`src/rtl/sdrc_arb_pkg.sv`:
```
// Shared definitions for the sdrc application-port arbiter.
// State encodings, requester limits and the FSM state type.
package sdrc_arb_pkg;

    localparam int NREQ_MAX = 4;

    localparam logic [1:0] ARB_IDLE  = 2'd0;
    localparam logic [1:0] ARB_REQ   = 2'd1;
    localparam logic [1:0] ARB_WDATA = 2'd2;
    localparam logic [1:0] ARB_RDATA = 2'd3;

    typedef enum logic [1:0] {
        ST_IDLE  = ARB_IDLE,
        ST_REQ   = ARB_REQ,
        ST_WDATA = ARB_WDATA,
        ST_RDATA = ARB_RDATA
    } arb_state_e;

endpackage

```
`src/rtl/sdrc_app_arb_if.sv`:
```
// sdrc_core application request port as seen by the arbiter.
// master: arbiter side (drives request/write data); slave: core side.
interface sdrc_app_arb_if #(
    parameter int APP_AW = 26,
    parameter int APP_DW = 32,
    parameter int APP_BW = 4,
    parameter int bl     = 9
);
    logic              app_req;
    logic [APP_AW-1:0] app_req_addr;
    logic [bl-1:0]     app_req_len;
    logic              app_req_wr_n;
    logic              app_req_ack;
    logic [APP_DW-1:0] app_wr_data;
    logic [APP_BW-1:0] app_wr_en_n;
    logic              app_wr_next_req;
    logic              app_rd_valid;
    logic              app_last_rd;
    logic [APP_DW-1:0] app_rd_data;

    modport master (
        output app_req, app_req_addr, app_req_len, app_req_wr_n,
        output app_wr_data, app_wr_en_n,
        input  app_req_ack, app_wr_next_req,
        input  app_rd_valid, app_last_rd, app_rd_data
    );

    modport slave (
        input  app_req, app_req_addr, app_req_len, app_req_wr_n,
        input  app_wr_data, app_wr_en_n,
        output app_req_ack, app_wr_next_req,
        output app_rd_valid, app_last_rd, app_rd_data
    );
endinterface

```
`src/rtl/sdrc_rr_pick.sv`:
```
// Combinational round-robin picker: first set req bit after 'last'.
// Ports: req (request vector), last (previous winner) -> grant, valid.
module sdrc_rr_pick
    import sdrc_arb_pkg::*;
#(
    parameter int NREQ = 2
) (
    input  logic [NREQ-1:0] req,
    input  logic [1:0]      last,
    output logic [1:0]      grant,
    output logic            valid
);

    // Padded so a 2-bit index is always in range for any NREQ.
    logic [NREQ_MAX-1:0] req_pad;
    logic [1:0]          idx;

    assign req_pad = NREQ_MAX'(req);

    always_comb begin
        grant = '0;
        valid = 1'b0;
        idx   = '0;
        // Scan last+1 .. last+NREQ; the last slot is 'last' itself.
        for (int i = 1; i <= NREQ; i++) begin
            idx = 2'((int'(last) + i) % NREQ);
            if (!valid && req_pad[idx]) begin
                valid = 1'b1;
                grant = idx;
            end
        end
    end

endmodule

```
`src/rtl/sdrc_app_arb.sv`:
```
// Round-robin arbiter/sequencer sharing the sdrc_core app port.
// Ports: sdram_clk/sdram_resetn, sdr_init_done, packed rq_* requesters, app (core), arb_owner/arb_busy.
module sdrc_app_arb
    import sdrc_arb_pkg::*;
#(
    parameter int NREQ   = 2,
    parameter int APP_AW = 26,
    parameter int APP_DW = 32,
    parameter int APP_BW = 4,
    parameter int bl     = 9
) (
    input  logic                 sdram_clk,
    input  logic                 sdram_resetn,
    input  logic                 sdr_init_done,

    input  logic [NREQ-1:0]        rq_req,
    input  logic [NREQ*APP_AW-1:0] rq_addr,
    input  logic [NREQ*bl-1:0]     rq_len,
    input  logic [NREQ-1:0]        rq_wr_n,
    input  logic [NREQ*APP_DW-1:0] rq_wr_data,
    input  logic [NREQ*APP_BW-1:0] rq_wr_en_n,
    output logic [NREQ-1:0]        rq_ack,
    output logic [NREQ-1:0]        rq_wr_next,
    output logic [NREQ-1:0]        rq_rd_valid,
    output logic [NREQ-1:0]        rq_last_rd,
    output logic [APP_DW-1:0]      rq_rd_data,

    sdrc_app_arb_if.master       app,

    output logic [1:0]           arb_owner,
    output logic                 arb_busy
);

    arb_state_e        state_q, state_d;
    logic [1:0]        owner_q, owner_d;
    logic [1:0]        last_q, last_d;
    logic [APP_AW-1:0] addr_q, addr_d;
    logic [bl-1:0]     len_q, len_d;
    logic [bl-1:0]     cnt_q, cnt_d;
    logic              wr_n_q, wr_n_d;
    logic [NREQ-1:0]   ack_q, ack_d;

    logic [NREQ-1:0]     pick_req;
    logic [1:0]          pick_idx;
    logic                pick_vld;
    logic [APP_AW-1:0]   pick_addr;
    logic [bl-1:0]       pick_len;
    logic [NREQ_MAX-1:0] wr_n_pad;
    logic                pick_wr_n;

    // A zero-length requester is still holding rq_req during its ack
    // cycle; mask it so it is not granted a second time.
    assign pick_req = rq_req & ~ack_q;

    sdrc_rr_pick #(.NREQ(NREQ)) u_pick (
        .req   (pick_req),
        .last  (last_q),
        .grant (pick_idx),
        .valid (pick_vld)
    );

    assign wr_n_pad  = NREQ_MAX'(rq_wr_n);
    assign pick_wr_n = wr_n_pad[pick_idx];
    assign pick_addr = rq_addr[int'(pick_idx)*APP_AW +: APP_AW];
    assign pick_len  = rq_len[int'(pick_idx)*bl +: bl];

    always_ff @(posedge sdram_clk) begin
        if (!sdram_resetn) begin
            state_q <= ST_IDLE;
            owner_q <= '0;
            last_q  <= 2'(NREQ - 1);
            addr_q  <= '0;
            len_q   <= '0;
            cnt_q   <= '0;
            wr_n_q  <= 1'b0;
            ack_q   <= '0;
        end else begin
            state_q <= state_d;
            owner_q <= owner_d;
            last_q  <= last_d;
            addr_q  <= addr_d;
            len_q   <= len_d;
            cnt_q   <= cnt_d;
            wr_n_q  <= wr_n_d;
            ack_q   <= ack_d;
        end
    end

    always_comb begin
        state_d = state_q;
        owner_d = owner_q;
        last_d  = last_q;
        addr_d  = addr_q;
        len_d   = len_q;
        cnt_d   = cnt_q;
        wr_n_d  = wr_n_q;
        ack_d   = '0;
        unique case (state_q)
            ST_IDLE: begin
                if (sdr_init_done && pick_vld) begin
                    owner_d = pick_idx;
                    addr_d  = pick_addr;
                    len_d   = pick_len;
                    wr_n_d  = pick_wr_n;
                    cnt_d   = pick_len;
                    if (pick_len == '0) begin
                        ack_d  = NREQ'(1) << pick_idx;
                        last_d = pick_idx;
                    end else begin
                        state_d = ST_REQ;
                    end
                end
            end
            ST_REQ: begin
                if (app.app_req_ack) begin
                    ack_d   = NREQ'(1) << owner_q;
                    last_d  = owner_q;
                    state_d = wr_n_q ? ST_RDATA : ST_WDATA;
                end
            end
            ST_WDATA: begin
                if (app.app_wr_next_req) begin
                    cnt_d = cnt_q - 1'b1;
                    if (cnt_q == bl'(1)) state_d = ST_IDLE;
                end
            end
            ST_RDATA: begin
                if (app.app_rd_valid && app.app_last_rd) state_d = ST_IDLE;
            end
            default: state_d = ST_IDLE;
        endcase
    end

    assign app.app_req      = (state_q == ST_REQ);
    assign app.app_req_addr = addr_q;
    assign app.app_req_len  = len_q;
    assign app.app_req_wr_n = wr_n_q;

    assign app.app_wr_data = (state_q == ST_WDATA)
        ? rq_wr_data[int'(owner_q)*APP_DW +: APP_DW] : '0;
    assign app.app_wr_en_n = (state_q == ST_WDATA)
        ? rq_wr_en_n[int'(owner_q)*APP_BW +: APP_BW] : '1;

    // Beat strobes go to the owner only, and only in the matching phase.
    always_comb begin
        rq_wr_next  = '0;
        rq_rd_valid = '0;
        rq_last_rd  = '0;
        for (int i = 0; i < NREQ; i++) begin
            if (owner_q == 2'(i)) begin
                rq_wr_next[i]  = (state_q == ST_WDATA) & app.app_wr_next_req;
                rq_rd_valid[i] = (state_q == ST_RDATA) & app.app_rd_valid;
                rq_last_rd[i]  = (state_q == ST_RDATA) & app.app_last_rd;
            end
        end
    end

    assign rq_ack     = ack_q;
    assign rq_rd_data = app.app_rd_data;
    assign arb_owner  = owner_q;
    assign arb_busy   = (state_q != ST_IDLE);

endmodule

```
`src/flat_wrapper.sv`:
```
// flat-port wrapper written by rule: the top's interface ports become plain ports
module sdrc_app_arb_flat import sdrc_arb_pkg::*;
#(
    parameter int NREQ   = 2,
    parameter int APP_AW = 26,
    parameter int APP_DW = 32,
    parameter int APP_BW = 4,
    parameter int bl     = 9
)
  (sdram_clk, sdram_resetn, sdr_init_done, rq_req, rq_addr, rq_len, rq_wr_n, rq_wr_data, rq_wr_en_n, rq_ack, rq_wr_next, rq_rd_valid, rq_last_rd, rq_rd_data, arb_owner, arb_busy, app_app_req, app_app_req_addr, app_app_req_len, app_app_req_wr_n, app_app_wr_data, app_app_wr_en_n, app_app_req_ack, app_app_wr_next_req, app_app_rd_valid, app_app_last_rd, app_app_rd_data);
  sdrc_app_arb_if #(.APP_AW(APP_AW), .APP_DW(APP_DW), .APP_BW(APP_BW), .bl(bl)) app_i ();
  input  logic sdram_clk;
  input  logic sdram_resetn;
  input  logic sdr_init_done;
  input  logic [NREQ-1:0] rq_req;
  input  logic [NREQ*APP_AW-1:0] rq_addr;
  input  logic [NREQ*bl-1:0] rq_len;
  input  logic [NREQ-1:0] rq_wr_n;
  input  logic [NREQ*APP_DW-1:0] rq_wr_data;
  input  logic [NREQ*APP_BW-1:0] rq_wr_en_n;
  output logic [NREQ-1:0] rq_ack;
  output logic [NREQ-1:0] rq_wr_next;
  output logic [NREQ-1:0] rq_rd_valid;
  output logic [NREQ-1:0] rq_last_rd;
  output logic [APP_DW-1:0] rq_rd_data;
  output logic [1:0] arb_owner;
  output logic arb_busy;
  output wire logic [$bits(app_i.app_req)-1:0] app_app_req;
  output wire logic [$bits(app_i.app_req_addr)-1:0] app_app_req_addr;
  output wire logic [$bits(app_i.app_req_len)-1:0] app_app_req_len;
  output wire logic [$bits(app_i.app_req_wr_n)-1:0] app_app_req_wr_n;
  output wire logic [$bits(app_i.app_wr_data)-1:0] app_app_wr_data;
  output wire logic [$bits(app_i.app_wr_en_n)-1:0] app_app_wr_en_n;
  input wire logic [$bits(app_i.app_req_ack)-1:0] app_app_req_ack;
  input wire logic [$bits(app_i.app_wr_next_req)-1:0] app_app_wr_next_req;
  input wire logic [$bits(app_i.app_rd_valid)-1:0] app_app_rd_valid;
  input wire logic [$bits(app_i.app_last_rd)-1:0] app_app_last_rd;
  input wire logic [$bits(app_i.app_rd_data)-1:0] app_app_rd_data;
  assign app_app_req = app_i.app_req;
  assign app_app_req_addr = app_i.app_req_addr;
  assign app_app_req_len = app_i.app_req_len;
  assign app_app_req_wr_n = app_i.app_req_wr_n;
  assign app_app_wr_data = app_i.app_wr_data;
  assign app_app_wr_en_n = app_i.app_wr_en_n;
  assign app_i.app_req_ack = app_app_req_ack;
  assign app_i.app_wr_next_req = app_app_wr_next_req;
  assign app_i.app_rd_valid = app_app_rd_valid;
  assign app_i.app_last_rd = app_app_last_rd;
  assign app_i.app_rd_data = app_app_rd_data;
  sdrc_app_arb #(.NREQ(NREQ), .APP_AW(APP_AW), .APP_DW(APP_DW), .APP_BW(APP_BW), .bl(bl)) u_core (.sdram_clk(sdram_clk), .sdram_resetn(sdram_resetn), .sdr_init_done(sdr_init_done), .rq_req(rq_req), .rq_addr(rq_addr), .rq_len(rq_len), .rq_wr_n(rq_wr_n), .rq_wr_data(rq_wr_data), .rq_wr_en_n(rq_wr_en_n), .rq_ack(rq_ack), .rq_wr_next(rq_wr_next), .rq_rd_valid(rq_rd_valid), .rq_last_rd(rq_last_rd), .rq_rd_data(rq_rd_data), .app(app_i), .arb_owner(arb_owner), .arb_busy(arb_busy));
endmodule
```
`config.mk`:
```
export PLATFORM = sky130hd
export DESIGN_NAME = sdrc_app_arb_flat
export DESIGN_NICKNAME = d
export VERILOG_FILES = /design/src/rtl/sdrc_arb_pkg.sv /design/src/rtl/sdrc_app_arb_if.sv /design/src/rtl/sdrc_rr_pick.sv /design/src/rtl/sdrc_app_arb.sv /design/src/flat_wrapper.sv
export SDC_FILE = /design/constraint.sdc
export NUM_CORES = 1
export LEC_CHECK = 0
export BUFFER_PORTS_ARGS = -buffer_cell sky130_fd_sc_hd__buf_2
export CORE_AREA = 2 2 118 120
export CTS_CLUSTER_SIZE = 12
export DETAILED_ROUTE_END_ITERATION = 10
export DIE_AREA = 0 0 120 122
export MAX_ROUTING_LAYER = met4
export PLACE_DENSITY = 0.72
export SYNTH_ARGS = -nofsm -noshare
export SYNTH_HDL_FRONTEND = slang
export SYNTH_HIERARCHICAL = 1
export SYNTH_SLANG_ARGS = --single-unit
export TNS_END_PERCENT = 1
```
`constraint.sdc`:
```
create_clock -name sdram_clk -period 3.86 [get_ports sdram_clk]
set_input_delay 0.386 -clock sdram_clk [delete_from_list [all_inputs] [get_ports sdram_clk]]
set_output_delay 0.386 -clock sdram_clk [all_outputs]
set_load 0.02 [all_outputs]
```
# Yosys cells after proc, flatten, opt, wreduce, memory -nomap -nowiden
# Index checks and enable logic that the tools add are counted.
dict set report word_totals {
  ff_bits 52
  latch_bits 0
  ram_bits 0
  rom_bits 0
  input_bits 185
  output_inout_bits 116
  wordCells 92
  n_memories 0
}
dict set report classes {
  add_sub_neg 3
  multipliers 2
  n_div 0
  order_cmp 3
  eq_ne 12
  shifts 6
  muxes 37
  n_bitwise 7
  reduce_logical 14
}
# op n
set ops {}
lappend ops {{64-bit by 8-bit indexed part select with 32-bit output} 1}
lappend ops {{52-bit by 32-bit indexed part select with 26-bit output} 1}
lappend ops {{32-bit two-way mux} 1}
lappend ops {{18-bit by 32-bit indexed part select with 9-bit output} 1}
lappend ops {{2-bit two-way mux} 11}
lappend ops {{9-bit two-way mux} 2}
lappend ops {{9-bit case mux with 2 select lines} 1}
lappend ops {{1-bit two-way mux} 15}
lappend ops {{2-bit by 4-bit multiplier with 6-bit output, second input constant} 2}
lappend ops {{2-bit by 1-bit != test with 1-bit output, second input constant} 5}
lappend ops {{9-bit by 1-bit equality test with 1-bit output, second input constant} 1}
lappend ops {{9-bit logical NOT} 1}
lappend ops {{2-bit by 3-bit < comparator with 1-bit output, second input constant} 3}
lappend ops {{9-bit by 1-bit subtractor with 9-bit output, second input constant} 1}
lappend ops {{2-bit case mux with 4 select lines} 1}
lappend ops {{8-bit by 5-bit indexed part select with 4-bit output} 1}
lappend ops {{1-bit binary-select mux with 2-bit select} 3}
lappend ops {{6-bit AND reduction} 1}
lappend ops {{2-bit nonzero test} 3}
lappend ops {{2-bit by 1-bit equality test with 1-bit output, second input constant} 2}
lappend ops {{2-bit equality test, second input constant} 2}
lappend ops {{2-bit logical NOT} 2}
lappend ops {{4-bit two-way mux} 1}
lappend ops {{2-bit != test, second input constant} 2}
lappend ops {{other kinds (13)} 20}

# Logic depth before layout (Yosys ltp)
# Gate-level depths: netlist (run 1).
dict set report depth {
  depth_word 14
  depth_mapped 9
  ltp_nobuf 6
}

# By module
# The synthesis (run 1) kept the hierarchy.
# module instances cells_per_inst area_each_um2
set modules_own_cells {}
lappend modules_own_cells {sdrc_app_arb 1 463 3707.3}
lappend modules_own_cells {sdrc_rr_pick 1 4 25.0}

# Worst setup path after synthesis (run 1)
# OpenSTA, ideal clock, no wires.
dict set report synth_timing {
  path_kind {register to output}
  from {register u_core.owner_q[0], in the netlist u_core/arb_owner[0]}
  to {output port rq_wr_next[1]}
  arrival_ns 1.495
  t_required_ns 3.474
  path_slack_ns 1.979
  stages_incl_launch_ff 5
  path_cell_list {dfxtp_1 buf_2 buf_2 inv_1 nor3_1}
}
dict set report synth_via {
  elab_chain_len 2
}
# element line
set synth_lines {}
lappend synth_lines {{from (decl)} sdrc_app_arb.sv:35} ;# logic [1:0] owner_q, owner_d;
lappend synth_lines {{from (signal assigned)} sdrc_app_arb.sv:79} ;# owner_q <= owner_d;
lappend synth_lines {{2-bit by 1-bit equality test with 1-bit output} sdrc_app_arb.sv:150} ;# if (owner_q == 2'(i)) begin
lappend synth_lines {{1-bit two-way mux} sdrc_app_arb.sv:150}
lappend synth_lines {{to (decl)} flat_wrapper.sv:22} ;# output logic [NREQ-1:0] rq_wr_next;
# No other way between the ends.

# Final worst setup path (run 1)
dict set report layout_timing {
  from {register u_core.state_q[1]}
  to {output port app_app_wr_data[5]}
}
dict set report layout_via {
  elab_chain_len 2
}
# element line
set layout_lines {}
lappend layout_lines {{from (decl)} sdrc_app_arb.sv:34} ;# arb_state_e state_q, state_d;
lappend layout_lines {{from (signal assigned)} sdrc_app_arb.sv:78} ;# state_q <= state_d;
lappend layout_lines {{2-bit equality test} sdrc_app_arb.sv:139} ;# assign app.app_wr_data = (state_q == ST_WDATA)
lappend layout_lines {{32-bit two-way mux} sdrc_app_arb.sv:140} ;# ? rq_wr_data[int'(owner_q)*APP_DW +: APP_DW] : '0;
lappend layout_lines {{to (decl)} flat_wrapper.sv:32} ;# output wire logic [$bits(app_i.app_wr_data)-1:0] app_app_wr_data;
# No other way between the ends.

==> results.sh, run 1 <==
export IMPL_std_cell_rows=43
export IMPL_cpPeakStageDelay_ns=0.60
export IMPL_post_cts_repair_setup_buffers=0
export IMPL_core_area_um2=13500
export IMPL_status="complete, no violations"
export IMPL_post_route_util_pct=35.99
export IMPL_htree_levels=2
export IMPL_path_clk_slew_ns=0.07
export IMPL_fillers=1485
export IMPL_hold_viol_final=0
export IMPL_finalSetupViolations=0
export IMPL_clkSinkCount=52
export IMPL_cts_buffer_depth=2
export IMPL_cp_start_kind="flip-flop"
export IMPL_worstPathRequired_ns=3.47
export IMPL_grt_pass1_wl_um=19480
export IMPL_insertion_delay_ns=0.29
export IMPL_power_leakage_nw=2.259
export IMPL_layout_drive_gt1_share_pct=42.06
export IMPL_tightest_slew_ns=1.102
export IMPL_ys_warnings_count=6
export IMPL_crit_family="simple AND/OR/NAND/NOR gates"
export IMPL_netlist_instances=462
export IMPL_placed_area_um2=4707
export IMPL_dp_slack_ns=1.356
export IMPL_cts_buffers=5
export IMPL_drt_iter0_drc=183
export IMPL_hold_buffers=0
export IMPL_crit_type="reg2out"
export IMPL_die_area_um2=14640
export IMPL_ios=301
export IMPL_cts_resized=0
export IMPL_syn_num_nets=649
export IMPL_finalSetupTns_ns=0
export IMPL_grt_start_max_net_pins=73
export IMPL_die_x_um=120
export IMPL_max_vdd_ir_drop_v=0.0001508
export IMPL_finalCriticalPeriod_ns=2.794
export IMPL_holdWs_ns=0.4106
export IMPL_die_y_um=122
export IMPL_dp_hpwl_um=10640
export IMPL_post_place_cells=814
export IMPL_slew_headroom_pct=26.51
export IMPL_area_growth_pct=31.93
export IMPL_grt_antenna_before_repair=0
export IMPL_drc=0
export IMPL_clock_fmax_mhz=358.0
export IMPL_vias_per_cell=4.746
export IMPL_powerDensity_nw_per_um2=297.5
export IMPL_end_kind="output pin"
export IMPL_nets=828
export IMPL_dr_pass1_iters=4
export IMPL_worstPathArrival_ns=2.41
export IMPL_postRouteAntennaNets=0
export IMPL_maxCapViolCount=0
export IMPL_hold_path_class="in2reg"
export IMPL_skew_ns=0.003793
export IMPL_path_buf_inv=2
export IMPL_wl_per_cell_um=15.83
export IMPL_gp_congestion=0.8158
export IMPL_synth_area_um2=3684
export IMPL_maxSlewViolCount=0
export IMPL_cts_root_buffer="clkbuf_16"
export IMPL_crit_path_cell_trace="nor2b_2 > buf_4 > nand2b_1 > nor2_1 > buf_2"
export IMPL_worstPathMaxFanout=32
export IMPL_via_count=3901
export IMPL_finalNonFillerCells=822
export IMPL_initial_core_util_pct=27.28
export IMPL_finalCritPeriodShare_pct=72.38
export IMPL_routed_wl_um=13010
export IMPL_diodes=0
export IMPL_rsz0062_at_grt="false"
export IMPL_critPathSlowestCell="nand2b_1"
export IMPL_grt_pass1_vias=3527
export IMPL_overflow=0
export IMPL_cts_tree="done"
export IMPL_post_route_cell_area_um2=4860
export IMPL_numPortBuffers=236
export IMPL_track_usage_pct=17.57
export IMPL_syn_area_per_cell_um2=7.973
export IMPL_final_common_cell="buf_2"
export IMPL_power_mw=1.446
export IMPL_mostFrequentLayoutCells="buf_2 (236), nor2_1 (77), mux2i_1 (71)"
export IMPL_fin_ws_ns=1.066
layer usage:
| layer | wire (um) | GRT usage, % | vias to the layer above |
|---|---|---|---|
| li1 | - | - | 1948 |
| met4 | 286 | 5.147 | 0 |
| met3 | 1031 | 3.558 | 26 |
| met5 | 0 | - | - |
| met2 | 6327 | 29.83 | 175 |
| met1 | 5364 | 21.08 | 1752 |
state kept, by name, summed over array words and instances (netlist names):
register / flops
u_core/app.app_req_wr_n: 1
u_core/app.app_req_len: 9
u_core/arb_owner: 2
u_core/app.app_req_addr: 26
u_core/rq_ack: 2
u_core/cnt_q: 9
u_core/state_q: 2
u_core/last_q: 1
worst paths after layout:
path	start	endpoint	slack, ns	cells past startpoint
max	u_core/state_q[1]	app_app_wr_data[5]	1.07	5
min	app_app_wr_next_req	u_core/cnt_q[7]	0.41	3
max reg2reg	u_core/rq_ack[0]	u_core/app.app_req_addr[1]	1.51	6
min reg2reg	u_core/app.app_req_len[7]	u_core/app.app_req_len[7]	0.45	2
worst reg2reg max path: stages (launching register included):
cell	delay (ns)
dfxtp_1	0.32
nor2b_1	0.24
or2_1	0.25
nand4bb_4	0.76
nor3_1	0.53
a21oi_1	0.07
nor2_1	0.10
report_power, final:
| part | internal, mW | switching [mW] |
|---|---|---|
| Combinational | 0.171 | 0.228 |
| Clock | 0.260 | 0.199 |
| Sequential | 0.563 | 0.0246 |
layout make-up:
| cell class | count | area, um2 | area share, % |
|---|---|---|---|
| inverters | 6 | 22.52 | 0.4634 |
| well taps | 180 | 225.2 | 4.634 |
| clock buffers | 6 | 138.9 | 2.858 |
| multi-input cells | 334 | 2191 | 45.08 |
| flip-flops and latches | 52 | 1042 | 21.45 |
| repair buffers | 242 | 1226 | 25.23 |
| clock inverters | 2 | 13.76 | 0.2832 |
(Power assumes the default switching activity.)
==> run 2: changes to the inputs <==
ABC_AREA = 1   (was default)
CORE_AREA = 2 2 116 118   (was 2 2 118 120)
DIE_AREA = 0 0 118 120   (was 0 0 120 122)
PLACE_DENSITY = 0.71   (was 0.72)
clock period = 2.65 ns   (was 3.86 ns; I/O delays follow)
==> run 2 against run 1 <==
- first-iteration DRC count increased by 13%
- highest routed layer unchanged
- worst setup slack got worse by 0.54 ns
- largest power group is now combinational cells
- die area decreased by 3.3%
- critical path type unchanged
- clock power increased by 70%
==> results.sh, run 2 <==
export IMPL_switching_share_pct=42.49
export IMPL_cts_buffers=5
export IMPL_hold_buffers=0
export IMPL_overflow=0
export IMPL_syn_num_nets=690
export IMPL_finalCriticalPeriod_ns=2.119
export IMPL_max_vdd_ir_drop_v=0.0004637
export IMPL_cts_buffer_depth=2
export IMPL_powerDensity_nw_per_um2=743.1
export IMPL_power_mw=3.418
export IMPL_drc=0
export IMPL_ys_warnings_count=6
export IMPL_hold_path_class="in2reg"
export IMPL_grt_pass1_vias=3913
export IMPL_seq_power_share_pct=30.8
export IMPL_slew_headroom_pct=51.63
export IMPL_htree_levels=2
export IMPL_die_y_um=120
export IMPL_routed_wl_um=12870
export IMPL_layout_drive_gt1_share_pct=39.65
export IMPL_path_buf_inv=2
export IMPL_skew_ns=0.007509
export IMPL_worstPathArrival_ns=1.85
export IMPL_power_leakage_nw=2.336
export IMPL_switching_power_mw=1.452
export IMPL_largest_reg_flops=26
export IMPL_cts_tree="done"
export IMPL_finalNonFillerCells=867
export IMPL_gp_congestion=0.9189
export IMPL_die_x_um=118
export IMPL_ios=301
export IMPL_final_common_cell="buf_2"
export IMPL_end_kind="output pin"
export IMPL_critPathSlowestCell="inv_2"
export IMPL_core_area_um2=12980
export IMPL_dp_hpwl_um=10380
export IMPL_clock_fmax_mhz=471.9
export IMPL_cpPeakStageDelay_ns=0.53
export IMPL_nets=877
export IMPL_die_area_um2=14160
export IMPL_maxSlewViolCount=0
export IMPL_grt_antenna_before_repair=0
export IMPL_track_usage_pct=18.33
export IMPL_post_cts_repair_setup_buffers=0
export IMPL_multiInputGateArea_um2=1783
export IMPL_clkSinkCount=52
export IMPL_syn_area_per_cell_um2=6.659
export IMPL_fillers=1450
export IMPL_vias_per_cell=4.782
export IMPL_synth_area_um2=3349
export IMPL_diodes=0
export IMPL_finalCritPeriodShare_pct=79.97
export IMPL_grt_pass1_wl_um=20120
export IMPL_path_clk_slew_ns=0.07
export IMPL_cts_root_buffer="clkbuf_16"
export IMPL_netlist_instances=503
export IMPL_area_growth_pct=37.32
export IMPL_cts_resized=0
export IMPL_tightest_slew_ns=0.7245
export IMPL_mostFrequentLayoutCells="buf_2 (236), nand2_1 (111), nor2_1 (55)"
export IMPL_crit_family="buffers and inverters"
export IMPL_dr_pass1_iters=5
export IMPL_worstPathMaxFanout=45
export IMPL_finalSetupViolations=0
export IMPL_cp_start_kind="flip-flop"
export IMPL_numPortBuffers=236
export IMPL_maxCapViolCount=0
export IMPL_status="complete, no violations"
export IMPL_holdWs_ns=0.2238
export IMPL_postRouteAntennaNets=0
export IMPL_crit_type="reg2out"
export IMPL_via_count=4146
export IMPL_std_cell_rows=42
export IMPL_power_internal_mw=1.966
export IMPL_register_area_um2=1041
export IMPL_wl_per_cell_um=14.84
export IMPL_hold_viol_final=0
export IMPL_insertion_delay_ns=0.30
export IMPL_worstPathRequired_ns=2.38
export IMPL_finalSetupTns_ns=0
export IMPL_drt_iter0_drc=206
export IMPL_post_place_cells=859
export IMPL_crit_path_cell_trace="nor2_4 > inv_2 > a221o_1 > buf_2"
export IMPL_grt_start_max_net_pins=46
export IMPL_initial_core_util_pct=25.80
export IMPL_p_clk_share_pct=22.8
export IMPL_rsz0062_at_grt="false"
export IMPL_comb_power_share_pct=46.5
-- run 2: cell types whose count changed in the layout (fill, tap and decap cells not counted), moves of 25 or more --
| cell | before | now |
|---|---|---|
| a21oi_1 | 51 | 22 |
| a22oi_1 | 1 | 32 |
| a31oi_1 | 1 | 29 |
| mux2i_1 | 71 | 0 |
| nand2_1 | 10 | 111 |
| nand3_1 | 4 | 29 |
| nor3_1 | 45 | 1 |
| o21ai_0 | 10 | 42 |
-- run 2: final timing paths --
kind,slack (ns),endpoint,start,depth (start not counted)
setup / recovery,0.53,app_app_wr_en_n[3],u_core/state_q[0],4
hold reg to reg,0.49,u_core/cnt_q[6],u_core/cnt_q[6],2
hold / removal,0.22,u_core/app.app_req_addr[4],rq_addr[30],3
setup reg to reg,0.70,u_core/last_q[0],u_core/rq_ack[1],15
-- run 2: power by group through the flow --
stage          registers [mW]  clock network, mW  logic, mW
6_report                 1.05              0.778       1.59
5_1_grt                  1.08              0.836       1.77
4_1_cts                  1.05              0.795       1.59
3_5_place_dp             1.07                  0       1.59
3_3_place_gp             1.07                  0       1.59
2_1_floorplan            1.19                  0       1.01
-- run 2: cell type report --
| class | count | share of cell area [%] |
|---|---|---|
| multi-input combinational | 355 | 38.76 |
| timing repair buffer | 245 | 27.42 |
| sequential | 52 | 22.63 |
| tap | 176 | 4.788 |
| clock buffer | 6 | 3.020 |
| inverter | 31 | 2.530 |
| clock inverter | 2 | 0.8433 |
-- run 2: per-stage QoR --
step / util, % / cell area [um2] / worst slack [ns]
finish: 35.43 / 4599 / 0.5307
global route: 35.43 / 4599 / 0.3870
CTS: 35.43 / 4599 / 0.4945
detailed placement: 34.07 / 4422 / 0.5946
global placement: 34.07 / 4422 / 0.6317
floorplan: - / 3349 / 0.9000
-- run 2: worst register-to-register path: cells and delay by family (launching register included) --
| family | cells | cell delay (ns) |
|---|---|---|
| AOI/OAI and AO/OA | 1 | 0.32 |
| buffers and inverters | 3 | 0.33 |
| DFF | 1 | 0.31 |
| and+or+nand+nor | 11 | 0.87 |
-- run 2: routing by layer --
metal / track usage [%] / vias to the layer above / share of wire, %
met3: 4.135 / 37 / 7.6
met4: 8.810 / 0 / 3.9
met5: - / - / 0
met1: 21.11 / 1874 / 40
li1: - / 2040 / -
met2: 30.31 / 195 / 48
==> run 3: changes to the inputs <==
CORE_AREA = 2 2 118 120   (was 2 2 116 118)
DIE_AREA = 0 0 120 122   (was 0 0 118 120)
clock period = 1.8 ns   (was 2.65 ns; I/O delays follow)
==> run 3 against run 2 <==
- worst setup slack worse by 0.48 ns
- first-iteration DRC count grew 26%
- wire length grew 5.7%
- via count grew 0.39%
- die area is 3.4% higher
- sequential cell count unchanged
- global-route usage is 0.63 points lower
- clock power rose by 28%
- clock skew up 0.00070 ns
- combinational power is 60% higher
- critical path type unchanged
==> results.sh, run 3 (synthesis results as in run 2) <==
export IMPL_die_area_um2=14640
export IMPL_grt_pass1_wl_um=19880
export IMPL_numPortBuffers=236
export IMPL_seq_power_share_pct=30.5
export IMPL_switching_power_mw=2.192
export IMPL_tightest_slew_ns=0.5019
export IMPL_grt_start_max_net_pins=39
export IMPL_hold_start="rq_addr[51]"
export IMPL_die_y_um=122
export IMPL_post_route_util_pct=36.33
export IMPL_worstPathMaxFanout=5
export IMPL_worstPathArrival_ns=1.57
export IMPL_nets=898
export IMPL_ios=301
export IMPL_path_clk_slew_ns=0.07
export IMPL_mostFrequentLayoutCells="buf_2 (228), nand2_1 (108), nor2_1 (53)"
export IMPL_cp_start_kind="flip-flop"
export IMPL_routed_wl_um=13600
export IMPL_holdWs_ns=0.1414
export IMPL_crit_type="reg2out"
export IMPL_powerDensity_nw_per_um2=1040
export IMPL_p_clk_share_pct=19.5
export IMPL_clkSinkCount=52
export IMPL_power_mw=5.100
export IMPL_comb_power_share_pct=50.0
export IMPL_wl_per_cell_um=15.16
export IMPL_reg2reg_from="u_core/rq_ack[0]"
export IMPL_timing_reg2reg_setup_slack_ns=0.11
export IMPL_finalCriticalPeriod_ns=1.752
export IMPL_initial_core_util_pct=24.80
export IMPL_finalCritPeriodShare_pct=97.34
export IMPL_largest_reg_flops=26
export IMPL_dp_hpwl_um=10670
export IMPL_hold_path_class="in2reg"
export IMPL_fillers=1489
export IMPL_dp_slack_ns=-0.02098
export IMPL_area_growth_pct=46.47
export IMPL_drc=0
export IMPL_maxSlewViolCount=0
export IMPL_slew_headroom_pct=66.50
export IMPL_postRouteAntennaNets=0
export IMPL_finalSetupViolations=0
export IMPL_critPathSlowestCell="dfxtp_2"
export IMPL_status="complete, no violations"
export IMPL_overflow=0
export IMPL_cts_tree="done"
export IMPL_insertion_delay_ns=0.29
export IMPL_rr_worst_depth=14
export IMPL_max_vdd_ir_drop_v=0.0005352
export IMPL_cts_buffers=5
export IMPL_std_cell_rows=43
export IMPL_grt_antenna_before_repair=5
export IMPL_power_internal_mw=2.909
export IMPL_crit_path_cell_trace="inv_2 > nor2_4 > buf_12 > clkbuf_16 > a221o_1 > buf_2"
export IMPL_cts_buffer_depth=2
export IMPL_post_place_cells=877
export IMPL_track_usage_pct=17.70
export IMPL_vias_per_cell=4.640
export IMPL_dr_pass1_iters=4
export IMPL_rsz0062_at_grt="true"
export IMPL_die_x_um=120
export IMPL_cpPeakStageDelay_ns=0.35
export IMPL_via_count=4162
export IMPL_core_area_um2=13500
export IMPL_worstPathRequired_ns=1.62
export IMPL_r2r_end="u_core/last_q[0]"
export IMPL_hold_viol_final=0
export IMPL_switching_share_pct=42.97
export IMPL_drt_iter0_drc=260
export IMPL_holdPathStages=3
export IMPL_end_kind="output pin"
export IMPL_gp_congestion=0.8372
export IMPL_finalNonFillerCells=897
export IMPL_grt_pass1_vias=3718
export IMPL_fin_ws_ns=0.04782
export IMPL_layout_drive_gt1_share_pct=42.84
export IMPL_final_common_cell="buf_2"
export IMPL_clock_fmax_mhz=570.7
export IMPL_skew_ns=0.008206
export IMPL_htree_levels=2
export IMPL_holdPathEnd="u_core/app.app_req_addr[25]"
export IMPL_maxCapViolCount=0
export IMPL_cts_root_buffer="clkbuf_16"
export IMPL_power_leakage_nw=2.461
==> run 3: area by class of cell <==
class / count / area [um2] / share of cell area, %
Antenna cell: 5 / 12.51 / 0.2550
Clock buffer: 6 / 138.9 / 2.831
Clock inverter: 2 / 13.76 / 0.2805
Inverter: 31 / 121.4 / 2.474
Multi-Input combinational cell: 355 / 1813 / 36.95
Sequential cell: 52 / 1045 / 21.30
Tap cell: 180 / 225.2 / 4.591
Timing Repair Buffer: 266 / 1536 / 31.32
==> run 3: layer usage <==
layer	track usage, %	share of wire, %	vias to the layer above
met5	-	0	-
met4	5.588	1.9	0
met3	5.571	8.8	28
met2	29.05	48	188
met1	20.67	41	1853
li1	-	-	2093
==> run 3: how the worst max path moves through the flow <==
stage / from / end / slack [ns] / cells past startpoint
2_1_floorplan: u_core/rq_ack[1] / u_core/rq_ack[0] / 0.10 / 11
3_3_place_gp: u_core/rq_ack[1] / u_core/last_q[0] / 0.01 / 14
3_5_place_dp: u_core/rq_ack[1] / u_core/rq_ack[0] / -0.02 / 13
4_1_cts: u_core/state_q[1] / app_app_wr_data[15] / 0.003 / 6
5_1_grt: u_core/rq_ack[0] / u_core/last_q[0] / -0.04 / 14
6_report: u_core/arb_owner[0] / app_app_wr_en_n[1] / 0.05 / 6
==> run 3: repair_timing <==
action	CTS	global route
endpoints found under the setup margin	22	43
hold buffers	0	0
buffers inserted	0	3
pin swaps	0	6
endpoints found under the hold margin	0	0
gates resized for setup	2	23
gates cloned	0	4
==> run 3: worst max-delay path: cells and delay by family (launching register included) <==
kind	cells	cell delay [ns]
buf+inv	4	0.53
flops	1	0.35
compound gates	1	0.34
simple gates	1	0.05
==> run 3: through the flow <==
| step | cell area, um2 | setup TNS (ns) |
|---|---|---|
| finish | 4906 | 0 |
| global route | 4906 | -0.08969 |
| CTS | 4707 | 0 |
| detailed placement | 4544 | -0.04078 |
| global placement | 4544 | 0 |
| floorplan | 3349 | 0 |
==> run 3: power by group through the flow <==
stage / combinational [mW] / sequential (mW) / clock, mW
floorplan: 1.49 / 1.76 / 0
global placement: 2.41 / 1.57 / 0
detailed placement: 2.42 / 1.57 / 0
CTS: 2.44 / 1.55 / 1.02
global route: 2.81 / 1.59 / 1.09
finish: 2.55 / 1.56 / 0.993
